**src/rtl/uart_loader_pkg.sv**
```systemverilog
// uart_loader_pkg: shared constants and state encoding for the LOAD receive path
package uart_loader_pkg;
  localparam logic [7:0] LOADER_ACK = 8'h55;
  typedef enum logic [2:0] {LD_IDLE, LD_LEN, LD_DATA, LD_ACK, LD_DONE, LD_ERR} loader_state_t;
endpackage

```
**src/rtl/uart_loader_byte_assembler.sv**
```systemverilog
// byte_assembler: MSB-first 8->32 shift register with a one-cycle word_valid after the 4th byte
module byte_assembler (
  input  logic        clk,
  input  logic        rstn,
  input  logic        clr,
  input  logic        in_valid,
  input  logic [7:0]  in_byte,
  output logic [31:0] word,
  output logic        word_valid
);
  logic [1:0] idx;
  always_ff @(posedge clk)
    if (!rstn || clr) begin
      word <= 32'd0;
      idx <= 2'd0;
      word_valid <= 1'b0;
    end else begin
      word_valid <= in_valid && idx == 2'd3;
      if (in_valid) begin
        word <= {word[23:0], in_byte};
        idx <= idx + 2'd1;
      end
    end
endmodule

```
**src/rtl/uart_loader.sv**
```systemverilog
// uart_loader: collects length + program bytes from uart_rx, writes imem words, then ACKs via uart_tx
module uart_loader
  import uart_loader_pkg::*;
#(
  parameter int          ADDR_W      = 14,
  parameter logic [31:0] TIMEOUT_CYC = 32'd5000000
) (
  input  logic              clk,
  input  logic              rstn,
  input  logic              start,
  input  logic [7:0]        rx_data,
  input  logic              rx_ready,
  input  logic              ferr,
  input  logic              tx_busy,
  output logic              tx_start,
  output logic [7:0]        tx_data,
  output logic              imem_we,
  output logic [ADDR_W-1:0] imem_addr,
  output logic [31:0]       imem_wdata,
  output logic [31:0]       word_cnt,
  output logic              busy,
  output logic              done,
  output logic              err
);
  localparam logic [32:0] MAX_WORDS = 33'd1 << ADDR_W;
  loader_state_t st;
  logic [31:0] len, tcnt, word;
  logic wv, load, clr, bad, rx_ok, tmo;
  assign load = st == LD_LEN || st == LD_DATA;
  assign clr = start && (st == LD_IDLE || st == LD_DONE || st == LD_ERR);
  assign bad = load && rx_ready && ferr;
  assign rx_ok = load && rx_ready && !ferr;
  // an arriving byte always beats expiry in the same cycle
  assign tmo = load && !rx_ready && tcnt == TIMEOUT_CYC - 32'd1;
  assign imem_we = st == LD_DATA && wv && !bad;
  assign imem_addr = word_cnt[ADDR_W-1:0];
  assign imem_wdata = word;
  assign tx_start = st == LD_ACK && !tx_busy;
  assign tx_data = tx_start ? LOADER_ACK : 8'h00;
  assign busy = load || st == LD_ACK;
  assign done = st == LD_DONE;
  assign err = st == LD_ERR;
  byte_assembler u_asm (
    .clk(clk), .rstn(rstn), .clr(clr), .in_valid(rx_ok), .in_byte(rx_data),
    .word(word), .word_valid(wv)
  );
  always_ff @(posedge clk)
    if (!rstn) begin
      st <= LD_IDLE;
      len <= 32'd0;
      tcnt <= 32'd0;
      word_cnt <= 32'd0;
    end else if (clr) begin
      st <= LD_LEN;
      len <= 32'd0;
      tcnt <= 32'd0;
      word_cnt <= 32'd0;
    end else begin
      tcnt <= (load && !rx_ready) ? tcnt + 32'd1 : 32'd0;
      if (imem_we) word_cnt <= word_cnt + 32'd1;
      if (bad || tmo) st <= LD_ERR;
      else if (st == LD_LEN && wv) begin
        len <= word;
        st <= word == 32'd0 ? LD_ACK : {1'b0, word} > MAX_WORDS ? LD_ERR : LD_DATA;
      end
      else if (imem_we && word_cnt + 32'd1 == len) st <= LD_ACK;
      else if (tx_start) st <= LD_DONE;
    end
endmodule
```
**config.mk**
```make
export PLATFORM = sky130hd
export DESIGN_NAME = uart_loader
export DESIGN_NICKNAME = d
export VERILOG_FILES = /design/src/rtl/uart_loader_pkg.sv /design/src/rtl/uart_loader_byte_assembler.sv /design/src/rtl/uart_loader.sv
export SDC_FILE = /design/constraint.sdc
export NUM_CORES = 1
export LEC_CHECK = 0
export ABC_CLOCK_PERIOD_IN_PS = 5500
export CORE_MARGIN = 5
export CORE_UTILIZATION = 58
export DETAILED_ROUTE_END_ITERATION = 7
export PLACE_DENSITY = 0.91
export SLEW_MARGIN = 15
export SYNTH_ARGS = -nofsm -noshare
export SYNTH_HDL_FRONTEND = slang
export SYNTH_HIERARCHICAL = 1
export SYNTH_SLANG_ARGS = --single-unit
```
**constraint.sdc**
```tcl
create_clock -name clk -period 5.5 [get_ports clk]
set_input_delay 0.55 -clock clk [delete_from_list [all_inputs] [get_ports clk]]
set_output_delay 0.55 -clock clk [all_outputs]
set_load 0.02 [all_outputs]
```
# [Yosys cells after proc, flatten, opt, wreduce, memory -nomap -nowiden]
# Cells that the tools add are included.
[word_totals] register_bits=134 input_bits=14 elab_cells=64
[classes] add_sub_neg=3 magnitude_cmp=1 eq_ne=8 n_mux=8 bitwise_logic=3 n_reduce_logical=32
[ops] cell="$add 32x1->32 const B" n=2
[ops] cell="$eq 32x23->1 const B" n=1
[ops] cell="$eq 32x32->1" n=1
[ops] cell="$gt 32x15->1 const B" n=1
[ops] cell="$logic_not 32->1" n=1
[ops] cell="$mux 3" n=6
[ops] cell="$logic_and 1x1->1" n=12
[ops] cell="$mux 7" n=1
[ops] cell="$eq 3x2->1 const B" n=2
[ops] cell="$eq 3x3->1 const B" n=2
[ops] cell="$logic_or 1x1->1" n=6
[ops] cell="$reduce_or 3->1" n=2
[ops] cell="$logic_not 1->1" n=5
[ops] cell="$reduce_bool 5->1" n=1
[ops] cell="$reduce_bool 4->1" n=1
[ops] cell="$eq 3x1->1 const B" n=1
[ops] cell="$logic_not 3->1" n=1
[ops] cell="$not 1->1" n=3
[ops] cell="$reduce_bool 3->1" n=1
[ops] cell="$add 2x1->2 const B" n=1
[ops] cell="$eq 2x2->1 const B" n=1
[ops] cell="$reduce_and 2->1" n=1
[ops] cell="$reduce_or 2->1" n=1
[ops] cell="$mux 1" n=1

# [Logic depth before layout (Yosys ltp)]
# Gate-level depths: netlist (run 1).
[depth] word_depth=11 mapped_depth=9 ltp_nobuf=8

# [Modules after synthesis]
# The synthesis (run 1) kept the hierarchy.
[by_module_without_submodules] mod="uart_loader" instances=1 cells_each=666 area_per_inst_um2=5402.7
[by_module_without_submodules] mod="byte_assembler" instances=1 cells_each=115 area_per_inst_um2=1303.8

# [Least setup slack after synthesis (run 1)]
# No wires, ideal clock.
[synth_path] path_kind="register to register" from="register word_cnt[0]" to="register st[0]" arrival_time_ns=2.472 required_ns=5.431 path_slack_ns=2.959 stages_incl_launch_ff=9 n_path_buf=0 cell_sequence="dfxtp_1 -> ha_1 -> nand4_2 -> nor4_4 -> nand4_1 -> nor4_1 -> o21ai_0 -> or4_1 -> o21ai_1"
[synth_via] elab_chain_len=7 elab_cells_between_ends=8 cone_classes="1 x add/sub; 1 x eq/ne; 4 x mux; 2 x reduce/logical"
[synth_lines] element="from (decl)" line_no="uart_loader.sv:20" rtl="output logic [31:0] word_cnt,"
[synth_lines] element="from (signal assigned)" line_no="uart_loader.sv:60" rtl="if (imem_we) word_cnt <= word_cnt + 32'd1;"
[synth_lines] element="$add 32x1->32 (*)" line_no="uart_loader.sv:66" rtl="else if (imem_we && word_cnt + 32'd1 == len) st <= LD_ACK;"
[synth_lines] element="$eq 32x32->1 (*)" line_no="uart_loader.sv:66"
[synth_lines] element="$logic_and 1x1->1 (*)" line_no="uart_loader.sv:66"
[synth_lines] element="$mux 3" line_no="uart_loader.sv:66"
[synth_lines] element="$mux 3" line_no="uart_loader.sv:62" rtl="else if (st == LD_LEN && wv) begin"
[synth_lines] element="$mux 3" line_no="uart_loader.sv:61" rtl="if (bad || tmo) st <= LD_ERR;"
[synth_lines] element="$mux 1" line_no="uart_loader.sv:53" rtl="end else if (clr) begin"
[synth_lines] element="to (signal assigned)" line_no="uart_loader.sv:64" rtl="st <= word == 32'd0 ? LD_ACK : {1'b0, word} > MAX_WORDS ? LD_ERR : LD_DATA;"
[synth_lines] element="to (decl)" line_no="uart_loader.sv:26" rtl="loader_state_t st;"
# Mark *: on every way between the ends. The rest lies on a longest branch, timed or not.
# A chain may end at the register's enable or synchronous reset.

# [Worst setup path after layout (run 1)]
[layout_path] from="input rx_ready" to="register st[0]"
[layout_via] elab_chain_len=9 elab_cells_between_ends=14 cone_classes="4 x mux; 10 x reduce/logical"
[layout_lines] element="from (decl)" line_no="uart_loader.sv:12" rtl="input logic rx_ready,"
[layout_lines] element="$logic_and 1x1->1 (2 in a row)" line_no="uart_loader.sv:31" rtl="assign bad = load && rx_ready && ferr;"
[layout_lines] element="$logic_not 1->1" line_no="uart_loader.sv:35" rtl="assign imem_we = st == LD_DATA && wv && !bad;"
[layout_lines] element="$logic_and 1x1->1" line_no="uart_loader.sv:35"
[layout_lines] element="$logic_and 1x1->1" line_no="uart_loader.sv:66"
[layout_lines] element="$mux 3" line_no="uart_loader.sv:66"
[layout_lines] element="$mux 3" line_no="uart_loader.sv:62"
[layout_lines] element="$mux 3" line_no="uart_loader.sv:61"
[layout_lines] element="$mux 1" line_no="uart_loader.sv:53"
# Several ways; a longest one is shown, not always the timed one.

==> metrics.md, run 1 <==
| Metric | Value |
|---|---|
| Filler cells | 788 |
| Cell with the biggest individual delay on the critical path | sky130_fd_sc_hd__o31ai_4 |
| Count of boundary I/O pins | 105 |
| Overall global routing resource usage | 0.247 |
| Area of the core region | 0.0114 mm2 |
| Number of cells produced by synthesis | 781 |
| Final period utilization | 0.555 |
| Number of buffers and inverters on the critical path | 1 |
| Yosys reg bits | approximately 130 |
| Post-CTS repair timing setup buffer count | 0 |
| Routed met3 length | 1610 um |
| Normalized max-slew margin | 0.222 |
| Library cell used as clock root buffer | sky130_fd_sc_hd__clkbuf_16 |
| Share of synthesized registers carrying an async set or reset | 0 |
| Number of warnings printed during yosys synthesis | 6 |
| Critical R2R Launch | tcnt[10] |
| Minimum hold slack | 447 ps |
| Endpoint of the lowest-slack register-to-register path | st[0] |
| Worst clock skew on the final layout | roughly 6.3 ps |
| Critical setup path kind | input pin to register |
| Layout Area Growth over Synthesis | 20.8% |
| Crit path max fanout | 35 |
| Routed length on met1 | ~7300 um |
| Total of max-cap violations | 0 |
| Post-route core utilization | 0.713 |
| Initial antenna violation count | 0 |
| Most frequently used flop master after synthesis | sky130_fd_sc_hd__dfxtp_1 |
| Total Negative Setup Slacks | 0 ps |
| Type of origin of the critical path | input pin |
| Largest vdd supply drop | 0.000225 V |
| Crit path DAT | 3400 ps |
| Clock tree from TritonCTS | done |
| Uppermost layer routed | met4 |
| CTS resizes | 0 |
| Share of the synthesized area in the top cell type | 0.400 |
| Deepest level of the CTS H-tree | 4 |
| Synth area leaders | sky130_fd_sc_hd__dfxtp_1 (40%), sky130_fd_sc_hd__xnor2_1 (6.8%), sky130_fd_sc_hd__nor2_1 (6.6%) |
| Number of slew-limit violations in the final report | 0 |
| Number of global-route vias before repair | 5592 |
| Number of buffer cells added on primary ports | 100 |
| Max Root-Sink Buffers | 2 |
| Number of setup violations in the final report | 0 |
| Minimum clock period after layout | 3050 ps |
| Horizontal die dimension | 118 um |
| Count of cells along the worst register-to-register path | 6 |
| Status | finished clean |
| CTS Hold Buffers Added | 0 |
| Most frequent cells after synthesis | sky130_fd_sc_hd__dfxtp_1 (134), sky130_fd_sc_hd__nor2_1 (118), sky130_fd_sc_hd__nand2_1 (69), sky130_fd_sc_hd__xnor2_1 (52), sky130_fd_sc_hd__xor2_1 (50) |
| Number of clock sinks | 134 |
| Overall via count from detail_route | 5926 |
| Distinct cells, synth | 59 |
| Ratio of cells with drive above 1 in the final layout | 0.0701 |
| Number of nets at the end of the flow | 860 |
| Total standard cell area after synthesis | 0.00671 mm2 |
| Maximum number of pins on one net before global-route repair | 48 |
| Cell family contributing the most delay on the critical path | compound AO/OA/AOI/OAI gates |
| DPL Wire Length | 11300 um |
| Total leakage power | 2.68 nW |
| Remaining DRCs | 0 |
| Destination of the worst hold path | tcnt[0] |
| DRC violation total after the first TritonRoute iteration | 518 |
| Maximum clock frequency | around 330 MHz |
| Final GP Congestion | 0.892 |
| RSZ-0062 raised after global routing | no |
| Share of the yosys chip area belonging to registers | 0.400 |
| Worst min path class | register to register |
| Routed wirelength normalized by instance count | 17.3 um |
| Met2 wire len | 8040 um |
| Most repeated cell in the gate-level netlist after synthesis | sky130_fd_sc_hd__dfxtp_1 |
| Required arrival time at the worst endpoint | roughly 5900 ps |
| Sequential standard cell area | 0.00268 mm2 |
| Drt first pass iters | 5 |
| Final routed wirelength across all metal layers | 17300 um |
| Worst-Margin Slew | 1170 ps |
| Count of flip-flops with a built-in enable after synthesis | 0 |
| Max incr delay on CP | 960 ps |
| Multi-input gate area in the final layout | 0.00358 mm2 |
| Worst Min Path Start | tcnt[0] |
| CTS buffer count | 17 |
| Sum of overflow across all layers after global routing | 0 |
| Full die area | 0.0138 mm2 |
| Pwr dens | about 270 mW/mm2 |
| Path length in cells of the critical path | 7 |
| Worst hold stages | 1 |
| Total count of hold-check failures in the final report | 0 |
| Kind of end point of the critical path | register |
| Initial standard-cell utilization of the core | 0.590 |
| Clock latency reported for the late side of the worst-skew pair | around 420 ps |
| Die height | roughly 120 um |
| Site Rows | 39 |
| CP Cell Sequence | clkdlybuf4s50_1 -> nor4b_1 -> nand3_1 -> o31ai_4 -> o41ai_1 -> or4_1 -> o21ai_1 |
| Average size of a mapped cell | roughly 8.6 um2 |
| Wire length of the first global-routing pass | 28500 um |
| Setup slack, reg-to-reg | 2470 ps |
| Ratio of routed vias to standard cells | 5.93 |
| Diodes inserted | 0 |
| Clock-pin slew of the registers on the worst-case setup and hold paths | 60 ps |
| Dominant cell type by area after synthesis | sky130_fd_sc_hd__dfxtp_1 |
| Count of nets left with antenna violations after detail routing | 0 |
## layer usage
layer	GRT usage	vias up
met2	0.382	302
met4	0.101	0
met3	0.0735	51
met5	0	-
met1	0.323	2776
li1	-	2797
## cell type report
type,instances,area share
multi-input combinational,579,0.442
tap,143,0.0221
clock buffer,18,0.0542
sequential,134,0.331
timing repair buffer,105,0.129
inverter,6,0.00278
clock inverter,14,0.0187
## metrics by stage
stage                     power (mW)  worst slack (ps)  area, um2  cells
after global placement          1.06              2230       7500    966
after CTS                       2.17              2510       8090    998
after detailed placement        1.06              2130       7500    966
after global routing            2.23              2250       8100    999
final                           2.16              2450       8100    999
after floorplan                 1.05              2960       6720    784
## how the worst max path moves through the flow
stage	startpoint	to	slack, ps
2_1_floorplan	word_cnt[0]	st[0]	2960
3_3_place_gp	rx_ready	st[0]	2230
3_5_place_dp	rx_ready	st[0]	2130
4_1_cts	rx_ready	st[0]	2510
5_1_grt	tcnt[10]	st[0]	2250
6_report	rx_ready	st[0]	2450
## logic make-up (layout without fill, tap and decap cells)
kind of cell,count (synthesis),count (layout),share of synthesized area
xor+xnor,102,102,0.133
simple gates,327,327,0.246
other cells,1,4,0.000559
mux,36,36,0.0537
buf+inv,71,143,0.0701
flops,134,134,0.400
fa+ha+maj,3,3,0.00560
compound gates,107,107,0.0907
## registers in the layout, summed over array words and instances, names as in the netlist
| signal | flops |
|---|---|
| u_asm/idx | 2 |
| u_asm/word | 32 |
| st | 3 |
| word_cnt | 32 |
| u_asm/word_valid | 1 |
| len | 32 |
| tcnt | 32 |
## layout by cell type (no fill, tap or decap), drive strengths merged, types with 4 or more instances in the layout
master / count
nand4: 26
xor2: 50
nor2b: 4
and3: 6
nor3: 14
mux2i: 36
dfxtp: 134
a21oi: 48
clkbuf: 18
nor2: 119
or3: 13
nor4b: 5
nor3b: 4
xnor2: 52
inv: 9
nand3: 29
clkinv: 7
and2: 6
nor4: 17
conb: 4
clkdlybuf4s50: 100
buf: 5
o21ai: 46
nand2: 70
## power by group
group / switching [mW] / internal, mW / total [mW]
logic: 0.0430 / 0.0254 / 0.0684
clock network: 0.435 / 0.682 / 1.12
registers: 0.00461 / 0.973 / 0.978
Power figures use the tool's default switching activity.
==> run 2: changes to the inputs <==
Settings changed: ABC_CLOCK_PERIOD_IN_PS 5500 to 2900, CORE_UTILIZATION 58 to 54, PLACE_DENSITY 0.91 to 0.86.
Clock period 5.5 ns to 2.9 ns, I/O delays scaled along.
==> run 2 against run 1 <==
  * Via count down 2.8%
  * Global-route usage down 1.5 points
  * Sequential share of layout area down 0.48 points
  * Register-to-register slack worse by 2200 ps
  * Sequential cell count unchanged
  * Setup slack worse by 2100 ps
  * Utilization down 3.4 points
  * Total power up 92%
==> metrics.md, run 2 (synthesis results as in run 1) <==
| Metric | Value |
|---|---|
| Library cell used as clock root buffer | sky130_fd_sc_hd__clkbuf_16 |
| Number of buffers and inverters on the critical path | 0 |
| Pwr dens | 506 mW/mm2 |
| Max incr delay on CP | 520 ps |
| Deepest level of the CTS H-tree | 4 |
| Die height | roughly 120 um |
| Clock tree from TritonCTS | done |
| Count of nets left with antenna violations after detail routing | 0 |
| Total leakage power | 2.73 nW |
| Number of nets at the end of the flow | 868 |
| Power Internal | 3.26 mW |
| CTS resizes | 0 |
| Met1 track demand over resource in global routing | 0.313 |
| Most utilized layer in the global route result | met2 |
| Clock latency reported for the late side of the worst-skew pair | 420 ps |
| CP Cell Sequence | ha_1 -> nand4_2 -> nor4_4 -> nand4_1 -> nor4_1 -> o21ai_0 -> or4_1 -> o21ai_1 |
| Maximum number of pins on one net before global-route repair | 43 |
| DPL Wire Length | 11200 um |
| Largest vdd supply drop | 0.000395 V |
| Initial standard-cell utilization of the core | 0.554 |
| Number of setup violations in the final report | 0 |
| Net switching power figure | 0.895 mW |
| Worst-Margin Slew | 1180 ps |
| Proportion of total power due to net switching | 0.215 |
| Area of the core region | 0.0121 mm2 |
| Drt first pass iters | 6 |
| Post-place instance area | 0.00762 mm2 |
| Routed wirelength normalized by instance count | ~16 um |
| Critical setup path kind | register to register |
| Diodes inserted | 0 |
| Worst min path class | register to register |
| Number of buffer cells added on primary ports | 100 |
| Clock-pin slew of the registers on the worst-case setup and hold paths | 60 ps |
| CTS Hold Buffers Added | 0 |
| Met2 track demand over resource | 0.353 |
| Status | finished clean |
| Global routing usage on met3 | 0.0732 |
| Worst path setup slack after routing | 304 ps |
| Post-CTS repair timing setup buffer count | 0 |
| Cell family contributing the most delay on the critical path | simple AND/OR/NAND/NOR gates |
| Sum of overflow across all layers after global routing | 0 |
| Overall via count from detail_route | 5763 |
| Share of power burned in registers | 0.446 |
| Maximum clock frequency | between 300 and 400 MHz |
| Number of slew-limit violations in the final report | 0 |
| DRC violation total after the first TritonRoute iteration | 539 |
| Final cell area excluding filler cells | 0.00822 mm2 |
| Crit path max fanout | 7 |
| Max Root-Sink Buffers | 2 |
| Full die area | between 0.01 and 0.015 mm2 |
| Count of boundary I/O pins | 105 |
| Crit path DAT | 2960 ps |
| Kind of end point of the critical path | register |
| Number of clock sinks | ~130 |
| Number of global-route vias before repair | 5417 |
| Final routed wirelength across all metal layers | ~17000 um |
| Combinational share of power | 0.033 |
| RSZ-0062 raised after global routing | no |
| Type of origin of the critical path | register |
| CTS buffer count | 17 |
| Total Negative Setup Slacks | 0 ps |
| Leading cell type in the layout, fill and taps excluded | sky130_fd_sc_hd__dfxtp_1 |
| Cell with the biggest individual delay on the critical path | sky130_fd_sc_hd__nor4_4 |
| Site Rows | 40 |
| Required arrival time at the worst endpoint | 3260 ps |
| Ratio of cells with drive above 1 in the final layout | 0.0776 |
| Final GP Congestion | between 0.9 and 1 |
| Final period utilization | 0.895 |
| Clock network fraction of design power | 0.521 |
| Minimum clock period after layout | approximately 2600 ps |
| Ratio of routed vias to standard cells | 5.59 |
| Layout Area Growth over Synthesis | 22.6% |
| Filler cells | between 900 and 1000 |
| Total count of hold-check failures in the final report | 0 |
| Worst clock skew on the final layout | 8.53 ps |
| Initial antenna violation count | 0 |
| Total of max-cap violations | 0 |
| Remaining DRCs | 0 |
| Overall global routing resource usage | 0.232 |
| Horizontal die dimension | 121 um |
| Wire length of the first global-routing pass | 27500 um |
| Normalized max-slew margin | 0.212 |
| Place WS | ~380 ps |
| Commonest cells after routing, fill and taps aside | sky130_fd_sc_hd__dfxtp_1 (134), sky130_fd_sc_hd__nor2_1 (117), sky130_fd_sc_hd__clkdlybuf4s50_1 (100), sky130_fd_sc_hd__nand2_1 (69), sky130_fd_sc_hd__xnor2_1 (52) |
[run 2: worst paths after layout]
kind                     from  endpoint  slack (ps)  cells past startpoint
setup reg to reg  word_cnt[0]     st[0]         300                      8
setup / recovery  word_cnt[0]     st[0]         300                      8
hold reg to reg       tcnt[0]   tcnt[0]         440                      1
hold / removal        tcnt[0]   tcnt[0]         440                      1
[run 2: power groups by stage]
stage,Clock [mW],Combinational (mW),Sequential [mW]
6_report,2.16,0.137,1.85
5_1_grt,2.29,0.148,1.85
4_1_cts,2.19,0.137,1.85
3_5_place_dp,0,0.135,1.89
3_3_place_gp,0,0.135,1.89
2_1_floorplan,0,0.0970,1.89
[run 2: cell type report]
class	count	area, um2	share of cell area
Sequential cell	134	2680	0.326
Inverter	6	22.5	0.00274
Tap cell	168	210	0.0256
Timing Repair Buffer	113	1120	0.137
Clock buffer	18	439	0.0534
Multi-Input combinational cell	579	3580	0.436
Clock inverter	13	158	0.0192
[run 2: stage by stage]
step           hold WS (ps)  power, mW  instances   util
2_1_floorplan           413       1.99        784      -
3_3_place_gp            426       2.03       1000  0.629
3_5_place_dp            436       2.03       1000  0.629
4_1_cts                 446       4.18       1031  0.679
5_1_grt                 479       4.29       1031  0.679
6_report                441       4.16       1031  0.679
[run 2: metal layers]
| layer | wire length (um) | vias to the layer above |
|---|---|---|
| met5 | 0 | - |
| met4 | 340 | 0 |
| met3 | 1350 | 35 |
| met2 | 7790 | 234 |
| met1 | 7350 | 2703 |
| li1 | - | 2791 |
[run 2: worst reg2reg max path, cell delays in order, from the launching register on]
cell	delay, ps
sky130_fd_sc_hd__dfxtp_1	330
sky130_fd_sc_hd__ha_1	290
sky130_fd_sc_hd__nand4_2	220
sky130_fd_sc_hd__nor4_4	520
sky130_fd_sc_hd__nand4_1	150
sky130_fd_sc_hd__nor4_1	300
sky130_fd_sc_hd__o21ai_0	120
sky130_fd_sc_hd__or4_1	480
sky130_fd_sc_hd__o21ai_1	120
==> run 3: changes to the inputs <==
Settings changed: HOLD_SLACK_MARGIN set to 0.03.
==> results of run 3 <==
Same layout as run 2: the final DEF is identical, and so are final timing and power.
